File: src/rtl/instr_loader.sv
// Byte-serial program loader for the instruction memory.
// Packs framed bytes MSB-first into words and writes them out.
module instr_loader #(
  parameter int unsigned ADDR_W     = 6,
  parameter logic [7:0]  START_BYTE = 8'hA5,
  parameter logic [7:0]  END_BYTE   = 8'h5A,
  parameter int unsigned TIMEOUT    = 1000000
) (
  input  logic              sys_clk,
  input  logic              sys_reset,
  input  logic              byte_valid_i,
  input  logic [7:0]        byte_i,
  output logic              wr_en_o,
  output logic [ADDR_W-1:0] wr_addr_o,
  output logic [31:0]       wr_data_o,
  output logic              busy_o,
  output logic              done_o,
  output logic              err_o,
  output logic [ADDR_W:0]   load_count_o
);

  localparam int TW = $clog2(TIMEOUT + 1);
  localparam logic [8:0] MAX_N = 9'(2**ADDR_W);
  localparam logic [ADDR_W:0] CNT_ONE = 1;

  typedef enum logic [2:0] {
    IDLE, LEN, DATA, TAIL, ERR
  } state_t;

  state_t            state_q, state_d;
  logic [ADDR_W:0]   n_q;
  logic [23:0]       word_q;
  logic [1:0]        idx_q;
  logic [TW-1:0]     tmo_q;

  logic busy_st;
  logic tmo_hit;
  logic len_bad;
  logic last_word;
  logic is_start;
  logic is_end;

  // Byte classification and timeout expiry decode
  always_comb begin
    busy_st   = (state_q == LEN) || (state_q == DATA) ||
                (state_q == TAIL);
    tmo_hit   = busy_st && !byte_valid_i &&
                (tmo_q == TW'(TIMEOUT - 1));
    len_bad   = (byte_i == 8'd0) || ({1'b0, byte_i} > MAX_N);
    last_word = (load_count_o + CNT_ONE) == n_q;
    is_start  = byte_i == START_BYTE;
    is_end    = byte_i == END_BYTE;
  end

  // Next-state logic; a byte in the expiry cycle beats the timeout
  always_comb begin
    state_d = state_q;
    unique case (state_q)
      IDLE: begin
        if (byte_valid_i && is_start)
          state_d = LEN;
      end
      LEN: begin
        if (byte_valid_i)
          state_d = len_bad ? ERR : DATA;
        else if (tmo_hit)
          state_d = ERR;
      end
      DATA: begin
        if (byte_valid_i) begin
          if (idx_q == 2'd3 && last_word)
            state_d = TAIL;
        end else if (tmo_hit) begin
          state_d = ERR;
        end
      end
      TAIL: begin
        if (byte_valid_i)
          state_d = is_end ? IDLE : ERR;
        else if (tmo_hit)
          state_d = ERR;
      end
      ERR: begin
        if (byte_valid_i && is_start)
          state_d = LEN;
      end
      default: state_d = IDLE;
    endcase
  end

  // State register
  always_ff @(posedge sys_clk) begin
    if (!sys_reset)
      state_q <= IDLE;
    else
      state_q <= state_d;
  end

  // Word assembly, write port, counters and status flags
  always_ff @(posedge sys_clk) begin
    if (!sys_reset) begin
      wr_en_o      <= 1'b0;
      wr_addr_o    <= '0;
      wr_data_o    <= '0;
      busy_o       <= 1'b0;
      done_o       <= 1'b0;
      err_o        <= 1'b0;
      load_count_o <= '0;
      n_q          <= '0;
      word_q       <= '0;
      idx_q        <= '0;
      tmo_q        <= '0;
    end else begin
      busy_o  <= (state_d == LEN) || (state_d == DATA) ||
                 (state_d == TAIL);
      err_o   <= state_d == ERR;
      done_o  <= (state_q == TAIL) && byte_valid_i && is_end;
      wr_en_o <= (state_q == DATA) && byte_valid_i &&
                 (idx_q == 2'd3);

      if (busy_st && !byte_valid_i)
        tmo_q <= tmo_q + TW'(1);
      else
        tmo_q <= '0;

      if (state_q == LEN && byte_valid_i && !len_bad) begin
        n_q          <= byte_i[ADDR_W:0];
        wr_addr_o    <= '0;
        idx_q        <= '0;
        load_count_o <= '0;
      end

      if (state_q == DATA && byte_valid_i) begin
        word_q <= {word_q[15:0], byte_i};
        idx_q  <= idx_q + 2'd1;
        if (idx_q == 2'd3)
          wr_data_o <= {word_q, byte_i};
      end

      // The last word keeps its address so it never wraps
      if (wr_en_o) begin
        load_count_o <= load_count_o + CNT_ONE;
        if (!last_word)
          wr_addr_o <= wr_addr_o + ADDR_W'(1);
      end
    end
  end

endmodule
File: config.mk
export PLATFORM = sky130hd
export DESIGN_NAME = instr_loader
export DESIGN_NICKNAME = d
export VERILOG_FILES = /design/src/rtl/instr_loader.sv
export SDC_FILE = /design/constraint.sdc
export NUM_CORES = 1
export LEC_CHECK = 0
export CORE_ASPECT_RATIO = 1.4
export CORE_MARGIN = 2
export CORE_UTILIZATION = 40
export DETAILED_ROUTE_END_ITERATION = 10
export GPL_ROUTABILITY_DRIVEN = 1
export GPL_TIMING_DRIVEN = 0
export PLACE_DENSITY_LB_ADDON = 0.3
export SETUP_SLACK_MARGIN = 0.4
export SYNTH_ARGS = -nofsm -noshare
export SYNTH_HDL_FRONTEND = slang
export SYNTH_SLANG_ARGS = --single-unit
File: constraint.sdc
create_clock -name sys_clk -period 3.53 [get_ports sys_clk]
set_input_delay 0.706 -clock sys_clk [delete_from_list [all_inputs] [get_ports sys_clk]]
set_output_delay 0.706 -clock sys_clk [all_outputs]
set_load 0.05 [all_outputs]
Word level (Yosys, flattened, before mapping) --
Cells that the tools add are included.
Operators by class: add/subtract/negate cells 4, multipliers 0, divide/modulo/power cells 0, order comparisons 1, equal/unequal tests 13, shift-type cells 0, muxes and demuxes 16, bitwise logic cells 0, reductions and logical operators 24
Operator list (number):
- $mux W3 | 8
- $add A20 B1 Y20 const B | 1
- $eq A20 B20 Y1 const B | 1
- $mux W6 | 3
- $mux W7 | 2
- $eq A3 B2 Y1 const B | 4
- $pmux W3 S4 | 1
- $logic_and A1 B1 Y1 | 10
- $eq A8 B7 Y1 const B | 1
- $eq A8 B8 Y1 const B | 1
- $gt A8 B7 Y1 const B | 1
- $logic_not A8 Y1 | 1
- $add A7 B1 Y7 const B | 1
- $eq A7 B7 Y1 | 1
- $add A6 B1 Y6 const B | 1
- $eq A3 B1 Y1 const B | 2
- $eq A3 B3 Y1 const B | 2
- $logic_or A1 B1 Y1 | 5
- $mux W2 | 2
- $reduce_and A2 Y1 | 2
- $reduce_bool A2 Y1 | 2
- $logic_not A3 Y1 | 1
- $add A2 B1 Y2 const B | 1
- $eq A2 B2 Y1 const B | 1
- other kinds (2) | 3
Word-level totals: flip-flop bits (word level) 105, latch bits 0, RAM bits 0, memory bits (read-only) 0, output and inout bits 49, memories 0

Depth between registers and ports, before layout --
Gate-level depths: netlist of the first run.
depth after elaboration 11, mapped depth 8, depth with buffers taken out 7

Worst setup path before layout of the first run --
No wires, ideal clock.
kind reg2reg, start point register load_count_o[0], end point register wr_addr_o[3], arrival time 2244 ps, data required time 3451 ps, path slack 1207 ps, stages on the path, launching flop included 8, path buffers 0, clock period less this slack 2323 ps, cell sequence dfxtp_1 ha_1 and3_2 a31oi_1 o22ai_1 o31a_1 or4b_1 o211ai_1
On the way: cells in the longest elaborated chain, start to end 4
Ends and longest elaborated chain:
- start: declaration | line 19 | output logic [ADDR_W:0] load_count_o
- start signal: assignment | line 142 | load_count_o <= load_count_o + CNT_ONE;
- $add A7 B1 Y7 | line 50 | last_word = (load_count_o + CNT_ONE) == n_q;
- $eq A7 B7 Y1 | line 50
- $mux W6 | line 143 | if (!last_word)
- $mux W6 | line 141 | if (wr_en_o) begin
- end signal: assignment | line 144 | wr_addr_o <= wr_addr_o + ADDR_W'(1);
- end: declaration | line 14 | output logic [ADDR_W-1:0] wr_addr_o,
No other way between the ends. A chain may end at the register's enable or synchronous reset.

Final worst setup path of the first run --
start point input byte_valid_i, end point register wr_data_o[2]
On the way: cells in the longest elaborated chain, start to end 2
Ends and longest elaborated chain:
- start: declaration | line 11 | input logic byte_valid_i,
- $logic_and A1 B1 Y1 | line 133 | if (state_q == DATA && byte_valid_i) begin
- $reduce_and A2 Y1 (no source line)
- end signal: assignment | line 137 | wr_data_o <= {word_q, byte_i};
- end: declaration | line 15 | output logic [31:0] wr_data_o,
No other way between the ends.

==> metrics.txt, run 1 <==
Async SR Flop Fraction=0; GRT Total Usage=0.175; Tmin final=2630 ps; status=complete, no violations; Setup violations, final=0; share of the synthesized area in the top cell type=0.488; IO buf count=59; fin area=~5400 um2; period utilization=0.744; Final Util=0.516; Starting DRT DRC Count=approximately 230; hold_sp=word_q[20]$_SDFFE_PN0P_; Clock Latency Late Sink=between 300 and 400 ps; Hold Vio Cnt, Final=0; largest net degree at the start of global routing=19; Antenna Cells=0; sequential share of power=0.511; Net Switching=between 0.4 and 0.5 mW; Post-CTS Resized=0; hold-fix buffers at CTS=0; Max stage delay cell, worst path=clkdlybuf4s50_1; core area=10500 um2; final setup skew=6.94 ps; worst r2r path cells=7; nets=between 600 and 700; Setup CP Type=in -> reg; pre-CTS setup slack=about 540 ps; placed cell areas=between 5000 and 6000 um2; synthesis-stage register bit count=105; crit path max fanout=10; Worst-Margin Slew=697 ps; via count of the routed design=3771; Reg clk slew, reported paths=70 ps; final wirelength=10200 um; Synthesis Warnings=0; Crit. End Element=flop; cell breakdown of the critical path=clkdlybuf4s50_1, nand2_1, nor3_1, clkbuf_1, nand2_1, clkbuf_1, nand2_1, a21oi_1; CTS Buffer Depth=2; Critical R2R Launch=load_count_o[0]$_SDFFE_PN0P_; IO Pins=60; Worst R2R End=wr_addr_o[3]$_SDFF_PN0_; Power Dens Cells=429 nW/um2; Max-Cap Viols=0; Setup WS post-layout=around 900 ps; Initial Util=0.412; Placed Cells=730; CTS tree=built; Int Power=1.83 mW; Synth Net Count=548; drt first pass iters=4; antenna violations before repair=0; number of synthesized flops with an enable pin=0; sw frac=0.211; critical path's most frequent cell=nand2_1; Post-Syn Area=about 4300 um2; crit path DAT=2830 ps; die area=11600 um2; worst endpoint required time=3740 ps; Final ANT Viol Nets=0; Worst Hold Endpoint=wr_data_o[28]$_SDFFE_PN0P_; Pins Over Slew Limit=0; crit path launch type=input port; # rows=44; H-tree Lvls=3; hpwl dp=7470 um; remaining global-route overflow=0; Post-CTS Setup Bufs=0; syn_area_per_cell=approximately 8.1 um2; hold path depth=2; root buffer cell=clkbuf_16; Die X-Extent=91.7 um; Setup TNS=0 ps; GP Congestion=0.841; total power=between 2 and 2.5 mW; ys flop type=dfxtp_1; # DRC=0; Static Leak=approximately 1.8 nW; CP max stage delay=approximately 650 ps; number of CTS-inserted buffers=9; vias in the first global route=3600; register area share after synthesis=0.488; relative slew slack=0.532; cell count after synthesis=533; Filler cells=1026; first-pass GRT wire length=16600 um; DR WL/cell=13.7 um; hold crit path type=reg -> reg; Worst R2R Setup Slack=1330 ps; RSZ-0062 raised after global routing=no; layout cells sized above 1=0.0411; Die Ht=127 um; Clock power frac=0.468; Max rail drop VDD=0.287 mV; area grow syn2layout=25.3%; Hold Slack=455 ps; FMAX=0.381 GHz; Via-to-Cell Ratio=5.05; Logic pwr share=0.021; synth top area cells=dfxtp_1 49%, nand2_1 13%, a21oi_1 8.4%; post-synthesis cell type count=50; post-synth top area cell=dfxtp_1; CTS sink count=105; non-filler cells, final=~750
cells by family after synthesis:
family	synth area share
compound gates	0.135
simple gates	0.275
xor+xnor	0.0508
mux	0.00494
flops	0.488
fa+ha+maj	0.0116
buf+inv	0.0348
layer usage:
layer / GRT usage / routed length [um] / vias to the layer above
li1: - / - / 1932
met1: 0.208 / 4480 / 1753
met2: 0.311 / 5140 / 73
met3: 0.0338 / 426 / 13
met4: 0.0685 / 152 / 0
met5: 0 / 0 / -
worst max-delay path: cells and delay by family:
kind | cells | cell delay [ps]
buffers and inverters | 3 | 1330
AOI/OAI and AO/OA | 1 | 70
and+or+nand+nor | 4 | 720
cell usage after synthesis (5+ instances only):
| cell | count |
|---|---|
| a21oi_1 | 72 |
| nor2_1 | 37 |
| dfxtp_1 | 105 |
| nand2_1 | 146 |
| inv_1 | 6 |
| xnor2_1 | 11 |
| o21ai_0 | 6 |
| xor2_1 | 14 |
| o21a_1 | 5 |
| and3_1 | 11 |
| clkbuf_1 | 26 |
| and2_1 | 5 |
| nor3_1 | 10 |
| nand3_1 | 19 |
layout by cell type, fill, tap and decap left out, types with 9 or more instances in the layout:
cell type        synthesis  routed
nor2_1                  37      37
clkbuf_1                26      26
nor3_1                  10      10
xor2_1                  14      14
and3_1                  11      11
a21oi_1                 72      72
dfxtp_1                105     105
nand3_1                 19      19
clkdlybuf4s50_1          0      59
nand2_1                146     146
clkbuf_16                0       9
xnor2_1                 11      11
cell type report:
type                    instances  area [um2]  share of cell area
clock buffers                   9         225              0.0417
clock inverters                 7         101              0.0188
flip-flops and latches        105        2100               0.389
multi-input cells             393        2060               0.381
plain buffers                  29         128              0.0236
well taps                     138         173              0.0320
inverters                       6        22.5             0.00417
repair buffers                 59         591               0.109
how the worst max path moves through the flow:
stage | slack [ps] | cells after the start | end | startpoint
floorplan | 1210 | 7 | wr_addr_o[3]$_SDFF_PN0_ | load_count_o[0]$_SDFFE_PN0P_
detailed placement | 540 | 8 | wr_data_o[2]$_SDFFE_PN0P_ | byte_valid_i
CTS | 900 | 8 | wr_data_o[21]$_SDFFE_PN0P_ | byte_valid_i
global route | 660 | 8 | wr_data_o[22]$_SDFFE_PN0P_ | byte_valid_i
finish | 900 | 8 | wr_data_o[2]$_SDFFE_PN0P_ | byte_valid_i
global placement | 620 | 8 | wr_data_o[26]$_SDFFE_PN0P_ | byte_valid_i
state kept, by name, summed over array words and instances (netlist names), 2 cells and up:
register      count
load_count_o      7
state_q           3
word_q           24
wr_addr_o         6
n_q               7
wr_data_o        32
tmo_q            20
idx_q             2
power groups by stage:
stage | Sequential (mW) | Clock (mW) | Combinational, mW
after floorplan | 1.21 | 0 | 0.0185
after CTS | 1.18 | 1.10 | 0.0477
after global placement | 1.21 | 0 | 0.0464
final | 1.18 | 1.09 | 0.0480
after global routing | 1.18 | 1.15 | 0.0513
after detailed placement | 1.21 | 0 | 0.0475
Note: power is estimated with default switching activity, not from simulation.
==> run 2, diff against run 1 <==
==> constraint.sdc (replaced) <==
create_clock -name sys_clk -period 2.65 [get_ports sys_clk]
set_input_delay 0.53 -clock sys_clk [delete_from_list [all_inputs] [get_ports sys_clk]]
set_output_delay 0.53 -clock sys_clk [all_outputs]
set_load 0.05 [all_outputs]
==> run 2 against run 1 <==
Power is 37% higher. Highest routed layer unchanged. Via count is 1.5% higher. Combinational power is 34% higher. Largest power group unchanged. Register-to-register slack worse by 820 ps. Final cell count stayed put.
==> metrics.txt, run 2 (same netlist as run 1, synthesis figures left out) <==
status=complete, no violations (unchanged); Register Area=2100 um2 (about the same); Int Power=2.53 mW (was 1.83 mW); CTS Buffer Depth=2 (unchanged); Buf/Inv on CP=1 (was 3); die area=11600 um2 (unchanged); Biggest register=wr_data_o (unchanged); DR WL/cell=13.5 um (was 13.7 um); Setup TNS=0 ps (unchanged); period utilization=0.827; GRT Total Usage=0.173 (was 0.175); Logic pwr share=0.020 (was 0.021); Worst R2R Setup Slack=510 ps (was 1330 ps); Starting DRT DRC Count=184 (was 225); Stages on worst setup path=1 (was 8); Worst R2R End=wr_addr_o[3]$_SDFF_PN0_ (unchanged); critical path's top delay family=buffers and inverters (unchanged); CTS sink count=105 (unchanged); Power Dens Cells=583 nW/um2 (was 429 nW/um2); Max-Cap Viols=0 (unchanged); core area=10500 um2 (unchanged); via count of the routed design=3828 (was 3771); Setup WS post-layout=459 ps (was 904 ps); worst r2r path cells=7 (unchanged); root buffer cell=clkbuf_16 (unchanged); Die Ht=127 um (unchanged); Tmin final=~2200 ps; Setup violations, final=0 (unchanged); Die X-Extent=91.7 um (unchanged); multi-input logic area=2070 um2 (was 2060 um2); hold path depth=2 (unchanged); first-pass GRT wire length=16500 um (was 16600 um); sequential share of power=0.495 (was 0.511); layout cells sized above 1=0.0625 (was 0.0411); crit path max fanout=7 (was 10); largest net degree at the start of global routing=19 (unchanged); Max rail drop VDD=0.345 mV (was 0.287 mV); Hold Slack=456 ps (was 455 ps); crit path DAT=1660 ps (was 2830 ps); Pins Over Slew Limit=0 (unchanged); crit path launch type=flop (was input port); remaining global-route overflow=0 (unchanged); CP max stage delay=850 ps (was 650 ps); worst endpoint required time=2120 ps (was 3740 ps); # rows=44 (unchanged); Worst Hold Endpoint=wr_data_o[20]$_SDFFE_PN0P_ (was wr_data_o[28]$_SDFFE_PN0P_); Critical R2R Launch=load_count_o[0]$_SDFFE_PN0P_ (unchanged); hpwl dp=7410 um (was 7470 um); Initial Util=0.412 (unchanged); nets=618 (unchanged); Max stage delay cell, worst path=clkdlybuf4s50_1 (unchanged); flip-flop count of the largest register after layout=32 (unchanged); drt first pass iters=5 (was 4); vias in the first global route=3584 (was 3600); FMAX=0.456 GHz; Final Util=0.522 (was 0.516); Net Switching=0.652 mW (was 0.488 mW); Hold Vio Cnt, Final=0 (unchanged); Final ANT Viol Nets=0 (unchanged); Static Leak=1.86 nW (was 1.78 nW); sw frac=0.205 (was 0.211); Worst-Margin Slew=703 ps (was 697 ps); IO Pins=60 (unchanged); number of CTS-inserted buffers=9 (unchanged); final setup skew=6.68 ps (was 6.94 ps); Setup CP Type=reg -> out (was in -> reg); Filler cells=977 (was 1026); Clock Latency Late Sink=350 ps (about the same); final wirelength=10100 um (was 10200 um); Clock power frac=0.485 (was 0.468); hold crit path type=reg -> reg (unchanged); pre-CTS setup slack=-131 ps (was 537 ps); GP Congestion=0.845 (was 0.841); Antenna Cells=0 (unchanged); hold-fix buffers at CTS=0 (unchanged); cell breakdown of the critical path=clkdlybuf4s50_1 (was clkdlybuf4s50_1, nand2_1, nor3_1, clkbuf_1, nand2_1, clkbuf_1, nand2_1, a21oi_1); total power=3.18 mW (was 2.32 mW); antenna violations before repair=0 (unchanged); Post-CTS Setup Bufs=0 (unchanged); CTS tree=built (unchanged); most common cell after layout, fill and taps aside=nand2_1 (unchanged); Critical path origin=load_count_o[5]$_SDFFE_PN0P_ (was byte_valid_i); RSZ-0062 raised after global routing=no (unchanged); area grow syn2layout=26.7% (was 25.3%); largest registers=wr_data_o x32, word_q x24, tmo_q x20 (unchanged); H-tree Lvls=3 (unchanged); IO buf count=59 (unchanged); Crit. End Element=output port (was flop); relative slew slack=0.528 (was 0.532); Via-to-Cell Ratio=5.13 (was 5.05); hold_sp=wr_data_o[20]$_SDFFE_PN0P_ (was word_q[20]$_SDFFE_PN0P_); # DRC=0 (unchanged); commonest cells after routing, fill and taps aside=146 x nand2_1, 103 x dfxtp_1, 72 x a21oi_1, 55 x clkdlybuf4s50_1, 37 x nor2_1 (was 146 x nand2_1, 105 x dfxtp_1, 72 x a21oi_1, 59 x clkdlybuf4s50_1, 37 x nor2_1); Reg clk slew, reported paths=70 ps (about the same)
run 2: cell count changes in the layout (fill, tap and decap cells not counted):
cell             change
bufinv_16            +1
nor3_1               -2
clkdlybuf4s50_1      -4
dlygate4sd2_1        +2
clkbuf_4             +1
clkbuf_2             +8
o21ai_4              +1
o21ai_2              -1
dfxtp_2              +2
clkinv_2             -1
dfxtp_1              -2
clkbuf_1             -9
dlymetal6s2s_1       +2
nor3_2               +2
run 2: timing repair:
action / 4_1_cts / 5_1_grt
endpoints found under the setup margin: 33 / 54
cloned: 0 / 0
pin swaps: 0 / 1
gates resized for setup: 6 / 17
run 2: per-stage QoR:
step	cell area, um2	instances
3_5_place_dp	5070	730
4_1_cts	5430	746
3_3_place_gp	5070	730
5_1_grt	5460	746
6_report	5460	746
2_1_floorplan	4310	533
run 2: worst max-delay path by stage:
stage,endpoint
final,load_count_o[5]
after floorplan,wr_addr_o[3]$_SDFF_PN0_
after global placement,wr_data_o[25]$_SDFFE_PN0P_
after CTS,load_count_o[2]
after detailed placement,wr_data_o[17]$_SDFFE_PN0P_
after global routing,load_count_o[5]
run 2: layout make-up:
class	instances	area share
flip-flops and latches	105	0.385
inverters	6	0.00412
clock inverters	7	0.0231
clock buffers	9	0.0412
plain buffers	29	0.0259
well taps	138	0.0316
repair buffers	59	0.109
multi-input cells	393	0.380
run 2: power by group through the flow:
stage	logic, mW	registers, mW	clock network (mW)
2_1_floorplan	0.0246	1.61	0
3_3_place_gp	0.0618	1.61	0
3_5_place_dp	0.0630	1.61	0
4_1_cts	0.0632	1.58	1.57
5_1_grt	0.0698	1.58	1.62
6_report	0.0645	1.58	1.54
run 2: worst reg2reg max path, stage by stage (launching register included):
cell,delay [ps]
dfxtp_2,360
ha_1,270
and3_2,270
and4_1,190
o22ai_1,170
o31a_1,270
or4b_1,450
o211ai_1,90
run 2: routing by layer:
metal  share of wire  global-route usage
met1            0.46               0.213
met2            0.49               0.293
met3           0.038              0.0380
met4           0.011              0.0667
met5               0                   0
